File: src/rtl/mem_readback_pkg.sv
// Shared types and constants for the memory readback sweeper.
package mem_readback_pkg;

   localparam int ADDR_W = 32;

   typedef enum logic [1:0] {
      IDLE  = 2'd0,
      READ  = 2'd1,
      DRAIN = 2'd2,
      DONE  = 2'd3
   } state_t;

endpackage

File: src/rtl/mem_readback_if.sv
// Memory read port plus output stream of the readback sweeper.
// master = the sweeper, slave = memory/consumer side.
interface mem_readback_if
   import mem_readback_pkg::*;
#(
   parameter int WID_MEM = 128
) ();

   logic [ADDR_W-1:0]  raddr;
   logic [WID_MEM-1:0] rdata;
   logic               out_valid;
   logic               out_ready;
   logic [WID_MEM-1:0] out_data;
   logic [ADDR_W-1:0]  out_addr;

   modport master (
      output raddr,
      input  rdata,
      output out_valid,
      input  out_ready,
      output out_data,
      output out_addr
   );

   modport slave (
      input  raddr,
      output rdata,
      input  out_valid,
      output out_ready,
      input  out_data,
      input  out_addr
   );

endinterface

File: src/rtl/mem_readback_fifo2.sv
// Two-entry FIFO holding returned memory words (with their addresses)
// until the consumer accepts them. Caller guarantees no push when full
// and no pop when empty; flush empties it without touching storage.
module rb_fifo2 #(
   parameter int WID = 8
) (
   input  logic           clk,
   input  logic           reset,
   input  logic           flush,
   input  logic           push,
   input  logic [WID-1:0] push_data,
   input  logic           pop,
   output logic [1:0]     count,
   output logic [WID-1:0] head
);

   logic [WID-1:0] slot [2];
   logic           rd_ptr;
   logic           wr_ptr;

   // Storage, pointers and occupancy; flush drops all entries at once.
   always_ff @(posedge clk) begin
      if (reset) begin
         rd_ptr  <= 1'b0;
         wr_ptr  <= 1'b0;
         count   <= 2'd0;
         slot[0] <= '0;
         slot[1] <= '0;
      end else if (flush) begin
         rd_ptr <= 1'b0;
         wr_ptr <= 1'b0;
         count  <= 2'd0;
      end else begin
         if (push) begin
            slot[wr_ptr] <= push_data;
            wr_ptr       <= ~wr_ptr;
         end
         if (pop) begin
            rd_ptr <= ~rd_ptr;
         end
         count <= count + {1'b0, push} - {1'b0, pop};
      end
   end

   assign head = slot[rd_ptr];

endmodule

File: src/rtl/mem_readback.sv
// Sweeps addresses 0..DEPTH_MEM-1 of a 1-cycle-latency memory and streams
// each word with its address under valid/ready backpressure, accumulating
// an XOR checksum of accepted words. Reads are credit-limited so the
// 2-entry FIFO can always absorb every word already requested.
module mem_readback
   import mem_readback_pkg::*;
#(
   parameter int              WID_MEM   = 128,
   parameter longint unsigned DEPTH_MEM = 128
) (
   input  logic                clk,
   input  logic                reset,
   input  logic                start,
   input  logic                abort,
   mem_readback_if.master      bus,
   output logic                busy,
   output logic                done,
   output logic [WID_MEM-1:0]  checksum
);

   localparam logic [ADDR_W-1:0] LAST_ADDR = ADDR_W'(DEPTH_MEM - 64'd1);

   state_t                      state;
   state_t                      state_nxt;
   logic [ADDR_W-1:0]           addr;
   logic [ADDR_W-1:0]           raddr_q;
   logic [ADDR_W-1:0]           addr_p1;
   logic                        vld_p1;
   logic                        issue;
   logic                        pop;
   logic [1:0]                  count;
   logic [2:0]                  occupancy;
   logic [2:0]                  allowance;
   logic [WID_MEM+ADDR_W-1:0]   head;

   // Credit: issue only while (fifo + in-flight - pop) leaves a free slot.
   assign pop       = bus.out_valid & bus.out_ready;
   assign occupancy = {1'b0, count} + {2'b0, vld_p1};
   assign allowance = 3'd2 + {2'b0, pop};
   assign issue     = (state == READ) && !abort && (occupancy < allowance);

   assign bus.raddr                 = issue ? addr : raddr_q;
   assign bus.out_valid             = (count != 2'd0);
   assign {bus.out_addr, bus.out_data} = head;

   assign busy = (state == READ) || (state == DRAIN);
   assign done = (state == DONE) && !abort;

   // State register.
   always_ff @(posedge clk) begin
      if (reset) begin
         state <= IDLE;
      end else begin
         state <= state_nxt;
      end
   end

   // Next-state logic; abort overrides everything except reset.
   always_comb begin
      state_nxt = state;
      if (abort) begin
         state_nxt = IDLE;
      end else begin
         case (state)
            IDLE:    if (start) state_nxt = READ;
            READ:    if (issue && (addr == LAST_ADDR)) state_nxt = DRAIN;
            DRAIN:   if (!vld_p1 && ((count == 2'd0) || ((count == 2'd1) && pop)))
                        state_nxt = DONE;
            DONE:    state_nxt = IDLE;
            default: state_nxt = IDLE;
         endcase
      end
   end

   // Issue address, in-flight tracking and checksum accumulation.
   always_ff @(posedge clk) begin
      if (reset) begin
         addr     <= '0;
         raddr_q  <= '0;
         addr_p1  <= '0;
         vld_p1   <= 1'b0;
         checksum <= '0;
      end else begin
         vld_p1 <= issue;
         if (issue) begin
            raddr_q <= addr;
            addr_p1 <= addr;
            addr    <= addr + 32'd1;
         end
         if ((state == IDLE) && start && !abort) begin
            addr     <= '0;
            checksum <= '0;
         end else if (pop) begin
            checksum <= checksum ^ bus.out_data;
         end
      end
   end

   rb_fifo2 #(
      .WID(WID_MEM + ADDR_W)
   ) u_fifo (
      .clk       (clk),
      .reset     (reset),
      .flush     (abort),
      .push      (vld_p1),
      .push_data ({addr_p1, bus.rdata}),
      .pop       (pop),
      .count     (count),
      .head      (head)
   );

endmodule

File: src/flat_wrapper.sv
// flat-port wrapper written by rule: the top's interface ports become plain ports
module mem_readback_flat import mem_readback_pkg::*;
#(
   parameter int              WID_MEM   = 128,
   parameter longint unsigned DEPTH_MEM = 128
)
  (clk, reset, start, abort, busy, done, checksum, bus_raddr, bus_rdata, bus_out_valid, bus_out_ready, bus_out_data, bus_out_addr);
  mem_readback_if #(.WID_MEM(WID_MEM)) bus_i ();
  input  logic clk;
  input  logic reset;
  input  logic start;
  input  logic abort;
  output logic busy;
  output logic done;
  output logic [WID_MEM-1:0] checksum;
  output wire logic [$bits(bus_i.raddr)-1:0] bus_raddr;
  input wire logic [$bits(bus_i.rdata)-1:0] bus_rdata;
  output wire logic [$bits(bus_i.out_valid)-1:0] bus_out_valid;
  input wire logic [$bits(bus_i.out_ready)-1:0] bus_out_ready;
  output wire logic [$bits(bus_i.out_data)-1:0] bus_out_data;
  output wire logic [$bits(bus_i.out_addr)-1:0] bus_out_addr;
  assign bus_raddr = bus_i.raddr;
  assign bus_i.rdata = bus_rdata;
  assign bus_out_valid = bus_i.out_valid;
  assign bus_i.out_ready = bus_out_ready;
  assign bus_out_data = bus_i.out_data;
  assign bus_out_addr = bus_i.out_addr;
  mem_readback #(.WID_MEM(WID_MEM), .DEPTH_MEM(DEPTH_MEM)) u_core (.clk(clk), .reset(reset), .start(start), .abort(abort), .bus(bus_i), .busy(busy), .done(done), .checksum(checksum));
endmodule
File: config.mk
export PLATFORM = sky130hd
export DESIGN_NAME = mem_readback_flat
export DESIGN_NICKNAME = d
export VERILOG_FILES = /design/src/rtl/mem_readback_pkg.sv /design/src/rtl/mem_readback_if.sv /design/src/rtl/mem_readback_fifo2.sv /design/src/rtl/mem_readback.sv /design/src/flat_wrapper.sv
export SDC_FILE = /design/constraint.sdc
export NUM_CORES = 1
export LEC_CHECK = 0
export ABC_AREA = 1
export CORE_MARGIN = 3
export CORE_UTILIZATION = 30
export DETAILED_ROUTE_END_ITERATION = 10
export PLACE_DENSITY = 0.58
export SLEW_MARGIN = 20
export SYNTH_ARGS = -nofsm -noshare
export SYNTH_HDL_FRONTEND = slang
export SYNTH_SLANG_ARGS = --single-unit
export TNS_END_PERCENT = 10
File: constraint.sdc
create_clock -name clk -period 8.54 [get_ports clk]
set_input_delay 1.708 -clock clk [delete_from_list [all_inputs] [get_ports clk]]
set_output_delay 1.708 -clock clk [all_outputs]
set_load 0.01 [all_outputs]
# --- Yosys cells after proc, flatten, opt, wreduce, memory -nomap -nowiden ---
# Memory sizes are Yosys's and may differ from the RTL's. A register that Yosys moved wholly into a read port is not among the register bits.
# Index checks and enable logic that the tools add are counted.
classes:
  mul: 0
  bitwise_logic: 4
  reduce_logical: 19
  add_sub_neg: 5
  magnitude_cmp: 1
  eq_ne: 8
  mux: 16
  n_div: 0
  shift: 0
op_table:
  columns: ["cell", "n"]
  rows:
  - ["$mux 160", 1]
  - ["$reduce_or 160->1", 1]
  - ["$xor 128x128->128", 1]
  - ["$add 32x1->32 const B", 1]
  - ["$eq 32x7->1 const B", 1]
  - ["$mux 32", 1]
  - ["$mux 1", 10]
  - ["$logic_and 1x1->1", 8]
  - ["$pmux 2 s4", 1]
  - ["$mux 2", 3]
  - ["$ne 2x2->1 const B", 3]
  - ["$eq 2x1->1 const B", 2]
  - ["$eq 2x2->1 const B", 2]
  - ["$logic_not 2->1", 2]
  - ["$reduce_or 2->1", 2]
  - ["$add 2x1->3", 1]
  - ["$add 2x1->3 const A", 1]
  - ["$lt 3x3->1", 1]
  - ["$reduce_and 3->1", 1]
  - ["$add 2x1->2", 1]
  - ["$logic_not 1->1", 2]
  - ["$logic_or 1x1->1", 2]
  - ["$not 1->1", 2]
  - ["$reduce_bool 2->1", 1]
  - ["other kinds (2)", 2]
totals:
  elab_cells: 63
  ramBits: 320
  ff_bits: 231
  mem_count: 1
  latchBits: 0
  romBits: 0
  input_bits: 133
mem_list:
  columns: ["memory", "words", "width", "read_ports", "rd_ports_with_merged_regs", "wr", "line", "source"]
  rows:
  - ["u_core.u_fifo.slot", 2, 160, 1, 1, 2, "mem_readback_fifo2.sv:17", "logic [WID-1:0] slot [2];"]

# --- Logic depth before layout (Yosys ltp) ---
# Gate-level depths: netlist (run 1).
logic_depth:
  depth_word: 8
  mapped_depth: 13

# --- Modules after synthesis ---
# A second synthesis (run 1) with hierarchy kept.
unflattened:
  cells_unflattened: 2459
  area_unflattened_um2: 23606.4
by_module_without_submodules:
  columns: ["mod", "seq_area_each_um2", "cells_each", "instances", "area_per_inst_um2"]
  rows:
  - ["rb_fifo2", 9709.3, 1044, 1, 13733.2]
  - ["mem_readback", 4544.4, 1415, 1, 9873.2]

# --- Worst setup path after synthesis (run 1) ---
# OpenSTA, ideal clock, no wires.
synth_timing:
  kind: "input to register"
  from: "in abort"
  to: "mem u_core.u_fifo.slot[1][0] (netlist bit) (enable)"
  path_slack_ns: 2.092
  stages: 5
  arrival_time_ns: 5.922
  setup_time_ns: 0.526
  t_required_ns: 8.014
  path_cell_list: "nor2_2 > nand3_1 > clkbuf_1 > buf_2 > nand2_1"
synth_rtl:
  columns: ["element", "line", "source"]
  rows:
  - ["start: declaration", "flat_wrapper.sv:12", "input logic abort;"]
  - ["end: declaration", "mem_readback_fifo2.sv:17", null]

# --- Worst setup path in the final report (run 1) ---
layout_timing:
  from: "in bus_out_ready"
  to: "out bus_raddr[10]"
layout_between:
  elab_chain_cells: 5
layout_rtl:
  columns: ["element", "line", "source"]
  rows:
  - ["start: declaration", "flat_wrapper.sv:19", "input wire logic [$bits(bus_i.out_ready)-1:0] bus_out_ready;"]
  - ["$and 1x1->1", "mem_readback.sv:37", "assign pop = bus.out_valid & bus.out_ready;"]
  - ["$add 2x1->3", "mem_readback.sv:39", "assign allowance = 3'd2 + {2'b0, pop};"]
  - ["$lt 3x3->1", "mem_readback.sv:40", "assign issue = (state == READ) && !abort && (occupancy < allowance);"]
  - ["$logic_and 1x1->1", "mem_readback.sv:40", null]
  - ["$mux 32", null, null]
  - ["end: declaration", "flat_wrapper.sv:16", "output wire logic [$bits(bus_i.raddr)-1:0] bus_raddr;"]
# Every way passes these cells.

==> results.sh, run 1 <==
export IMPL_cp_end_kind="output port"
export IMPL_synthesis_area_um2=22900
export IMPL_hold_buffers=0
export IMPL_power_switching_w=0.00126
export IMPL_setup_viol=0
export IMPL_status="completed"
export IMPL_ys_flop_type="edfxtp_1"
export IMPL_num_vias=17300
export IMPL_synth_ff_latch_count=552
export IMPL_cts_sinks=552
export IMPL_swShare=0.216
export IMPL_ys_warn_count=0
export IMPL_numCtsBuffers=60
export IMPL_rsz0062_at_grt="false"
export IMPL_cts_tree="yes"
export IMPL_p_int_w=0.00455
export IMPL_max_freq_mhz=170
export IMPL_path_delay_family="buffers and inverters"
export IMPL_combPwrFrac=0.058
export IMPL_gp_congestion=0.865
export IMPL_layout_min_cycle_time_ns=5.90
export IMPL_cts_setup_buffers=0
export IMPL_synth_cell_type_count=33
export IMPL_min_period_over_period=0.691
export IMPL_start_util=0.305
export IMPL_drtIter0Drc=960
export IMPL_pwr_share_clk=0.446
export IMPL_cp_start_kind="primary input"
export IMPL_wl_per_cell_um=17.4
export IMPL_critical_path_required_ns=6.83
export IMPL_cts_resized=0
export IMPL_netlist_instances=2225
export IMPL_synth_edff_count=320
export IMPL_coreArea_um2=74900
export IMPL_crit_arrival_ns=4.19
export IMPL_clk_pin_slew_ns=0.06
export IMPL_path_buf_inv=4
export IMPL_worst_pin_slew_ns=1.12
export IMPL_p_seq_frac=0.497
export IMPL_slew_viol_final=0
export IMPL_relSlewSlack=0.255
export IMPL_antenna_found_initial=14
export IMPL_ir_drop_v=0.000153
export IMPL_fin_nets=2787
export IMPL_min_path_type="register to register"
export IMPL_avgViaCountPerCell=4.70
export IMPL_grt_max_degree=113
export IMPL_synth_seq_area_share=0.623
export IMPL_drc=0
export IMPL_cpMaxStageDelayCell="clkdlybuf4s50_1"
export IMPL_cellLeakagePower_nw=11.7
export IMPL_io_pins=456
export IMPL_grt_pass1_wl_mm=95.8
export IMPL_grtUsageTotal=0.153
export IMPL_std_cell_rows=100
export IMPL_clockBufferDepth=3
export IMPL_die_area_um2=79600
export IMPL_setup_tns_ns=0
export IMPL_slowest_delay_ns=0.54
export IMPL_path_cells="clkdlybuf4s50_1 -> nand3b_1 -> nand2_1 -> nand2_2 -> buf_4 -> nor2_1 -> inv_1 -> nand2_1 -> clkdlybuf4s50_1"
export IMPL_htreeDepth=2
export IMPL_grt_pass1_vias=16800
export IMPL_dp_hpwl_mm=43.4
export IMPL_cts_root_buffer_cell="clkbuf_16"
export IMPL_io_buffers=455
export IMPL_fin_ws_ns=2.64
export IMPL_die_width_um=282
export IMPL_drv_cap=0
export IMPL_syn_nets=2368
export IMPL_fin_skew_ns=0.0318
export IMPL_worstSkewPairLatency_ns=0.61
export IMPL_synth_area_per_cell_um2=10.3
export IMPL_drive_gt1_frac=0.109
export IMPL_grt_overflow_total=0
export IMPL_first_pass_iters=7
export IMPL_power_per_cell_area_nw_per_um2=191
export IMPL_crit_fanout=36
export IMPL_die_y_um=282
export IMPL_dp_slack_ns=2.44
export IMPL_area_growth_pct=32.7
export IMPL_finalHoldViolCount=0
export IMPL_routed_wl_mm=63.9
export IMPL_critPathKind="primary input to output port"
export IMPL_synth_async_sr_flop_share=0
export IMPL_ant_nets=0
-- registers in the layout, summed over array words and instances (netlist names), named ones only --
name                  flops
u_core.u_fifo.rd_ptr      1
u_core.u_fifo.wr_ptr      1
u_core.checksum         128
u_core.addr              32
u_core.u_fifo.slot      320
u_core.u_fifo.count       2
u_core.addr_p1           32
u_core.state              2
u_core.raddr_q           32
u_core.vld_p1             1
-- cells by family after synthesis --
group,after synthesis,share of synthesized area
and+or+nand+nor,931,0.178
DFF,552,0.623
buffers and inverters,329,0.0591
xor gates and xnor gates,4,0.00153
muxes,160,0.0788
adders and majority gates,10,0.00547
AOI/OAI and AO/OA,239,0.0533
-- metal layers --
layer	share of wire	GRT usage
met5	0.00042	0
met4	0.023	0.0522
met3	0.072	0.0369
met2	0.49	0.257
met1	0.42	0.194
-- final timing paths --
kind	from	slack, ns	cells after the start	to
max reg2reg	u_core.vld_p1	5.63	5	u_core.u_fifo.slot[0][72]
max	bus_out_ready	2.64	9	bus_raddr[10]
min reg2reg	u_core.u_fifo.rd_ptr	0.45	1	register
min	u_core.u_fifo.rd_ptr	0.45	1	register
-- layout by cell type, fill, tap and decap left out, drive strengths merged, types with 3 or more instances in the layout --
master,instances
edfxtp,320
ha,10
diode,13
inv,213
o21ai,15
nor3,140
nand2,242
xor2,3
clkinvlp,4
nor2,398
clkdlybuf4s50,454
buf,20
and3,128
dfxtp,232
nand4,4
bufinv,4
nand3b,5
a21oi,218
clkbuf,83
nand3,13
clkinv,21
mux2,160
-- cells in the mapped netlist, types with 3 or more instances --
cell | number | area (um2)
nand3b_1 | 5 | 37.5
nand4_1 | 4 | 25.0
edfxtp_1 | 320 | 9610
buf_6 | 7 | 78.8
buf_4 | 3 | 22.5
nand2_1 | 236 | 886
nand2_2 | 6 | 37.5
mux2_2 | 160 | 1800
dfxtp_1 | 232 | 4640
inv_1 | 210 | 788
nor3_1 | 140 | 701
nor2_2 | 5 | 31.3
a21oi_1 | 218 | 1090
buf_2 | 42 | 210
and3_1 | 128 | 801
o21ai_0 | 14 | 70.1
ha_1 | 10 | 125
nor2_1 | 391 | 1470
nand3_1 | 13 | 65.1
xor2_1 | 3 | 26.3
clkbuf_1 | 64 | 240
-- final cells by class --
cell class	instances	area, um2
Multi-Input combinational cell	1344	7300
Fill cell	7217	44600
Sequential cell	552	14300
Inverter	212	803
Clock buffer	83	1720
Antenna cell	13	32.5
Clock inverter	30	277
Tap cell	969	1210
Timing Repair Buffer	474	4720
-- stage by stage --
step | utilization | total power, W | hold WS (ns) | instance area, um2 | std cells
final | 0.405 | 0.00580 | 0.447 | 30300 | 3677
after global routing | 0.405 | 0.00602 | 0.483 | 30300 | 3673
after CTS | 0.404 | 0.00589 | 0.447 | 30300 | 3663
after detailed placement | 0.377 | 0.00328 | 0.436 | 28300 | 3550
after global placement | 0.377 | 0.00327 | 0.431 | 28300 | 3550
after floorplan | - | 0.00309 | 0.425 | 22900 | 2225
-- worst reg2reg max path: cells and delay by family, from the launching register on --
kind	cells	cell delay [ns]
simple gates	3	1.09
flops	1	0.40
buf+inv	2	0.94
-- power by group through the flow --
stage / logic, W / clock network [W] / registers [W]
floorplan: 0.000146 / 0 / 0.00295
global placement: 0.000334 / 0 / 0.00294
detailed placement: 0.000337 / 0 / 0.00294
CTS: 0.000339 / 0.00266 / 0.00288
global route: 0.000362 / 0.00277 / 0.00289
finish: 0.000334 / 0.00259 / 0.00288
Note: power is estimated with default switching activity, not from simulation.
==> run 2: changes to the inputs <==
==> constraint.sdc (replaced) <==
create_clock -name clk -period 5.7 [get_ports clk]
set_input_delay 1.14 -clock clk [delete_from_list [all_inputs] [get_ports clk]]
set_output_delay 1.14 -clock clk [all_outputs]
set_load 0.01 [all_outputs]
==> results.sh, run 2 (synthesis gave the netlist of run 1 again) <==
export IMPL_ant_nets=0
export IMPL_dp_hpwl_mm=43.7
export IMPL_grt_overflow_total=0
export IMPL_min_path_type="register to register"
export IMPL_power_switching_w=0.00199
export IMPL_htreeDepth=3
export IMPL_wl_per_cell_um=17.6
export IMPL_grtUsageTotal=0.160
export IMPL_crit_path_end="bus_raddr[0]"
export IMPL_die_y_um=282
export IMPL_drtIter0Drc=1250
export IMPL_largest_reg_flops=320
export IMPL_dp_slack_ns=1.00
export IMPL_area_growth_pct=34.2
export IMPL_reg_top3="u_core.u_fifo.slot (320), u_core.checksum (128)"
export IMPL_numCtsBuffers=66
export IMPL_layout_min_cycle_time_ns=4.69
export IMPL_antenna_found_initial=13
export IMPL_cp_start_kind="primary input"
export IMPL_cts_resized=0
export IMPL_pwr_share_clk=0.469
export IMPL_swShare=0.219
export IMPL_fin_nets=2797
export IMPL_slew_viol_final=0
export IMPL_worstReg2RegStart="u_core.vld_p1"
export IMPL_die_area_um2=79600
export IMPL_r2r_end="u_core.addr[22]"
export IMPL_fin_ws_ns=1.01
export IMPL_start_util=0.305
export IMPL_stdcell_area_um2=30700
export IMPL_worst_pin_slew_ns=0.954
export IMPL_die_width_um=282
export IMPL_num_vias=17300
export IMPL_first_pass_iters=5
export IMPL_setup_viol=0
export IMPL_max_freq_mhz=213
export IMPL_layout_commonest_cell="clkdlybuf4s50_1"
export IMPL_setup_tns_ns=0
export IMPL_ir_drop_v=0.000178
export IMPL_cellLeakagePower_nw=11.9
export IMPL_grt_max_degree=169
export IMPL_avgViaCountPerCell=4.70
export IMPL_r2r_setup_slack_ns=3.21
export IMPL_critPathKind="primary input to output port"
export IMPL_dp_cells=3555
export IMPL_coreArea_um2=74900
export IMPL_min_period_over_period=0.822
export IMPL_io_pins=456
export IMPL_p_seq_frac=0.475
export IMPL_crit_start="abort"
export IMPL_relSlewSlack=0.364
export IMPL_status="completed"
export IMPL_power_per_cell_area_nw_per_um2=296
export IMPL_io_buffers=455
export IMPL_clk_pin_slew_ns=0.06
export IMPL_finalHoldViolCount=0
export IMPL_cp_end_kind="output port"
export IMPL_drv_cap=0
export IMPL_p_int_w=0.00710
export IMPL_rsz0062_at_grt="false"
export IMPL_dpl_cell_area_um2=28400
export IMPL_cts_setup_buffers=0
export IMPL_hold_buffers=0
export IMPL_crit_arrival_ns=3.55
export IMPL_cts_tree="yes"
export IMPL_fin_skew_ns=0.0264
export IMPL_gp_congestion=0.855
export IMPL_clockBufferDepth=3
export IMPL_worstSkewPairLatency_ns=0.59
export IMPL_regMostFlops="u_core.u_fifo.slot"
export IMPL_layout_common_cells="clkdlybuf4s50_1 (454), nor2_1 (391), edfxtp_1 (320)"
export IMPL_routed_wl_mm=64.9
export IMPL_critical_path_required_ns=4.56
export IMPL_cts_root_buffer_cell="clkbuf_16"
export IMPL_cts_sinks=552
export IMPL_drive_gt1_frac=0.115
export IMPL_grt_pass1_vias=17400
export IMPL_drc=0
export IMPL_std_cell_rows=100
export IMPL_reg2regPathDepth=10
export IMPL_crit_fanout=21
export IMPL_grt_pass1_wl_mm=99.8
export IMPL_combPwrFrac=0.056
export IMPL_final_cells=3687
[run 2: worst min path at each step]
stage	from	slack, ns	depth (start not counted)	to
final	u_core.u_fifo.rd_ptr	0.44	1	register
after CTS	u_core.u_fifo.rd_ptr	0.44	1	register
after global placement	u_core.u_fifo.rd_ptr	0.43	1	register
after global routing	u_core.u_fifo.rd_ptr	0.49	1	register
after detailed placement	u_core.u_fifo.rd_ptr	0.43	1	register
after floorplan	u_core.u_fifo.rd_ptr	0.43	1	register
[run 2: stage by stage]
stage               utilization  hold slack [ns]  total power [W]
global route              0.409            0.495          0.00946
finish                    0.409            0.443          0.00909
CTS                       0.409            0.443          0.00922
floorplan                     -            0.425          0.00463
detailed placement        0.379            0.434          0.00492
global placement          0.379            0.432          0.00491
[run 2: cell type report]
class / instances / area [um2]
fill: 7146 / 44300
sequential: 552 / 14300
multi-input combinational: 1344 / 7310
timing repair buffer: 478 / 4830
clock buffer: 92 / 1930
tap: 969 / 1210
inverter: 212 / 803
clock inverter: 30 / 308
antenna: 10 / 25.0
[run 2: worst max-delay path, cell delays in order]
cell	delay [ns]
clkdlybuf4s50_1	0.46
inv_2	0.09
nand2_1	0.05
nor2_1	0.15
a21boi_4	0.61
nand2_1	0.33
nand2_1	0.16
clkdlybuf4s50_1	0.55
[run 2: layer usage]
layer / track usage / vias to the layer above / share of wire
li1: - / 8374 / -
met1: 0.196 / 8339 / 0.41
met2: 0.274 / 509 / 0.49
met3: 0.0456 / 98 / 0.077
met4: 0.0486 / 6 / 0.021
met5: 0 / - / 0.00063
[run 2: power groups by stage]
stage | Combinational, W | Sequential (W) | Clock [W]
after global placement | 0.000513 | 0.00440 | 0
after floorplan | 0.000219 | 0.00441 | 0
after detailed placement | 0.000517 | 0.00440 | 0
final | 0.000508 | 0.00432 | 0.00427
after CTS | 0.000520 | 0.00432 | 0.00438
after global routing | 0.000552 | 0.00433 | 0.00458
==> run 3: changes to the inputs <==
==> constraint.sdc (replaced) <==
create_clock -name clk -period 4.4 [get_ports clk]
set_input_delay 0.88 -clock clk [delete_from_list [all_inputs] [get_ports clk]]
set_output_delay 0.88 -clock clk [all_outputs]
set_load 0.01 [all_outputs]
==> results.sh, run 3 (synthesis gave the netlist of run 1 again) <==
export IMPL_regMostFlops="u_core.u_fifo.slot"
export IMPL_die_y_um=282
export IMPL_htreeDepth=2
export IMPL_grt_max_degree=162
export IMPL_critical_path_required_ns=3.52
export IMPL_min_path_type="register to register"
export IMPL_clk_pin_slew_ns=0.06
export IMPL_drtIter0Drc=1097
export IMPL_critPathKind="primary input to output port"
export IMPL_grt_overflow_total=0
export IMPL_io_buffers=455
export IMPL_nFillCells=7195
export IMPL_swShare=0.222
export IMPL_die_width_um=282
export IMPL_finalHoldViolCount=0
export IMPL_min_path_cells=1
export IMPL_dp_slack_ns=0.526
export IMPL_min_period_over_period=0.879
export IMPL_gp_congestion=0.853
export IMPL_drv_cap=0
export IMPL_max_freq_mhz=259
export IMPL_relSlewSlack=0.368
export IMPL_p_int_w=0.00875
export IMPL_slew_viol_final=0
export IMPL_clockBufferDepth=3
export IMPL_combPwrFrac=0.060
export IMPL_cts_resized=0
export IMPL_worstReg2RegStart="u_core.vld_p1"
export IMPL_fin_nets=2803
export IMPL_grt_pass1_vias=16900
export IMPL_cts_setup_buffers=0
export IMPL_numCtsBuffers=61
export IMPL_power_per_cell_area_nw_per_um2=368
export IMPL_cts_sinks=552
export IMPL_hold_buffers=0
export IMPL_wl_per_cell_um=17.6
export IMPL_grtUsageTotal=0.156
export IMPL_die_area_um2=79600
export IMPL_worst_pin_slew_ns=0.947
export IMPL_r2r_setup_slack_ns=2.31
export IMPL_fin_ws_ns=0.533
export IMPL_layout_commonest_cell="clkdlybuf4s50_1"
export IMPL_crit_arrival_ns=2.99
export IMPL_p_seq_frac=0.498
export IMPL_grt_pass1_wl_mm=97.3
export IMPL_cp_start_kind="primary input"
export IMPL_cts_root_buffer_cell="clkbuf_16"
export IMPL_routed_wl_mm=65.0
export IMPL_power_switching_w=0.00249
export IMPL_reg2regPathDepth=11
export IMPL_setup_tns_ns=0
export IMPL_pwr_share_clk=0.443
export IMPL_area_growth_pct=33.6
export IMPL_first_pass_iters=5
export IMPL_cp_end_kind="output port"
export IMPL_r2r_end="u_core.addr[11]"
export IMPL_ir_drop_v=0.000279
export IMPL_min_from="u_core.u_fifo.rd_ptr"
export IMPL_layout_common_cells="clkdlybuf4s50_1 (454), nor2_1 (391), edfxtp_1 (320)"
export IMPL_reg_top3="u_core.u_fifo.slot (320), u_core.checksum (128)"
export IMPL_layout_min_cycle_time_ns=3.87
export IMPL_setup_viol=0
export IMPL_total_power_w=0.0112
export IMPL_crit_fanout=47
export IMPL_drive_gt1_frac=0.115
export IMPL_std_cell_rows=100
export IMPL_multi_input_area_um2=7310
export IMPL_dp_hpwl_mm=44.4
export IMPL_worstSkewPairLatency_ns=0.62
export IMPL_start_util=0.305
export IMPL_seqCellArea_um2=14300
export IMPL_antenna_found_initial=17
export IMPL_drc=0
export IMPL_rsz0062_at_grt="false"
export IMPL_num_vias=17200
export IMPL_cellLeakagePower_nw=11.8
export IMPL_largest_reg_flops=320
export IMPL_status="completed"
export IMPL_coreArea_um2=74900
export IMPL_cts_tree="yes"
export IMPL_io_pins=456
export IMPL_ant_nets=0
export IMPL_avgViaCountPerCell=4.66
export IMPL_fin_skew_ns=0.0197
## run 3: cell types whose count changed in the layout (fill, tap and decap cells not counted), sizes merged
cell      before  now
bufinv         4    0
clkinvlp       1    0
clkinv        21   14
inv          216  218
clkbuf        92   95
buf           24   35
## run 3: worst max-delay path by stage
stage / start / endpoint / slack, ns
2_1_floorplan: abort / u_core.u_fifo.slot[0][0] / -1.18
3_3_place_gp: abort / bus_raddr[0] / 0.57
3_5_place_dp: abort / bus_raddr[0] / 0.53
4_1_cts: abort / bus_raddr[0] / 0.52
5_1_grt: abort / bus_raddr[0] / 0.37
6_report: abort / bus_raddr[0] / 0.53
## run 3: routing by layer
layer  vias up  GRT usage  wire length, um
li1       8369          -                -
met1      8251      0.188            26700
met2       474      0.271            32000
met3       110     0.0416             4540
met4        10     0.0492             1690
met5         -          0               76
## run 3: per-stage QoR
stage / area (um2) / utilization / hold slack, ns / std cells
after floorplan: 22900 / - / 0.425 / 2225
after global placement: 28500 / 0.381 / 0.429 / 3566
after detailed placement: 28500 / 0.381 / 0.442 / 3566
after CTS: 30500 / 0.407 / 0.452 / 3681
after global routing: 30500 / 0.407 / 0.487 / 3689
final: 30500 / 0.408 / 0.451 / 3691
## run 3: power groups by stage
stage                     logic (W)  clock network, W  registers, W
after floorplan            0.000283                 0       0.00571
after global routing       0.000723           0.00532       0.00560
after detailed placement   0.000679                 0       0.00570
after CTS                  0.000682           0.00512       0.00559
after global placement     0.000673                 0       0.00570
final                      0.000671           0.00498       0.00559
## run 3: final cells by class
| class | count | area share |
|---|---|---|
| Inverter | 212 | 0.0263 |
| Multi-Input combinational cell | 1344 | 0.239 |
| Clock buffer | 95 | 0.0601 |
| Timing Repair Buffer | 489 | 0.162 |
| Sequential cell | 552 | 0.467 |
| Tap cell | 969 | 0.0397 |
| Clock inverter | 20 | 0.00467 |
| Antenna cell | 10 | 0.000819 |
## run 3: critical path, cell delays in order
cell and delay [ns]:
clkdlybuf4s50_1 0.47, inv_2 0.09, nand2_1 0.05, nor2_1 0.16, a21boi_4 0.23, buf_12 0.24
nand2_1 0.18, nand2_1 0.12, clkdlybuf4s50_1 0.54
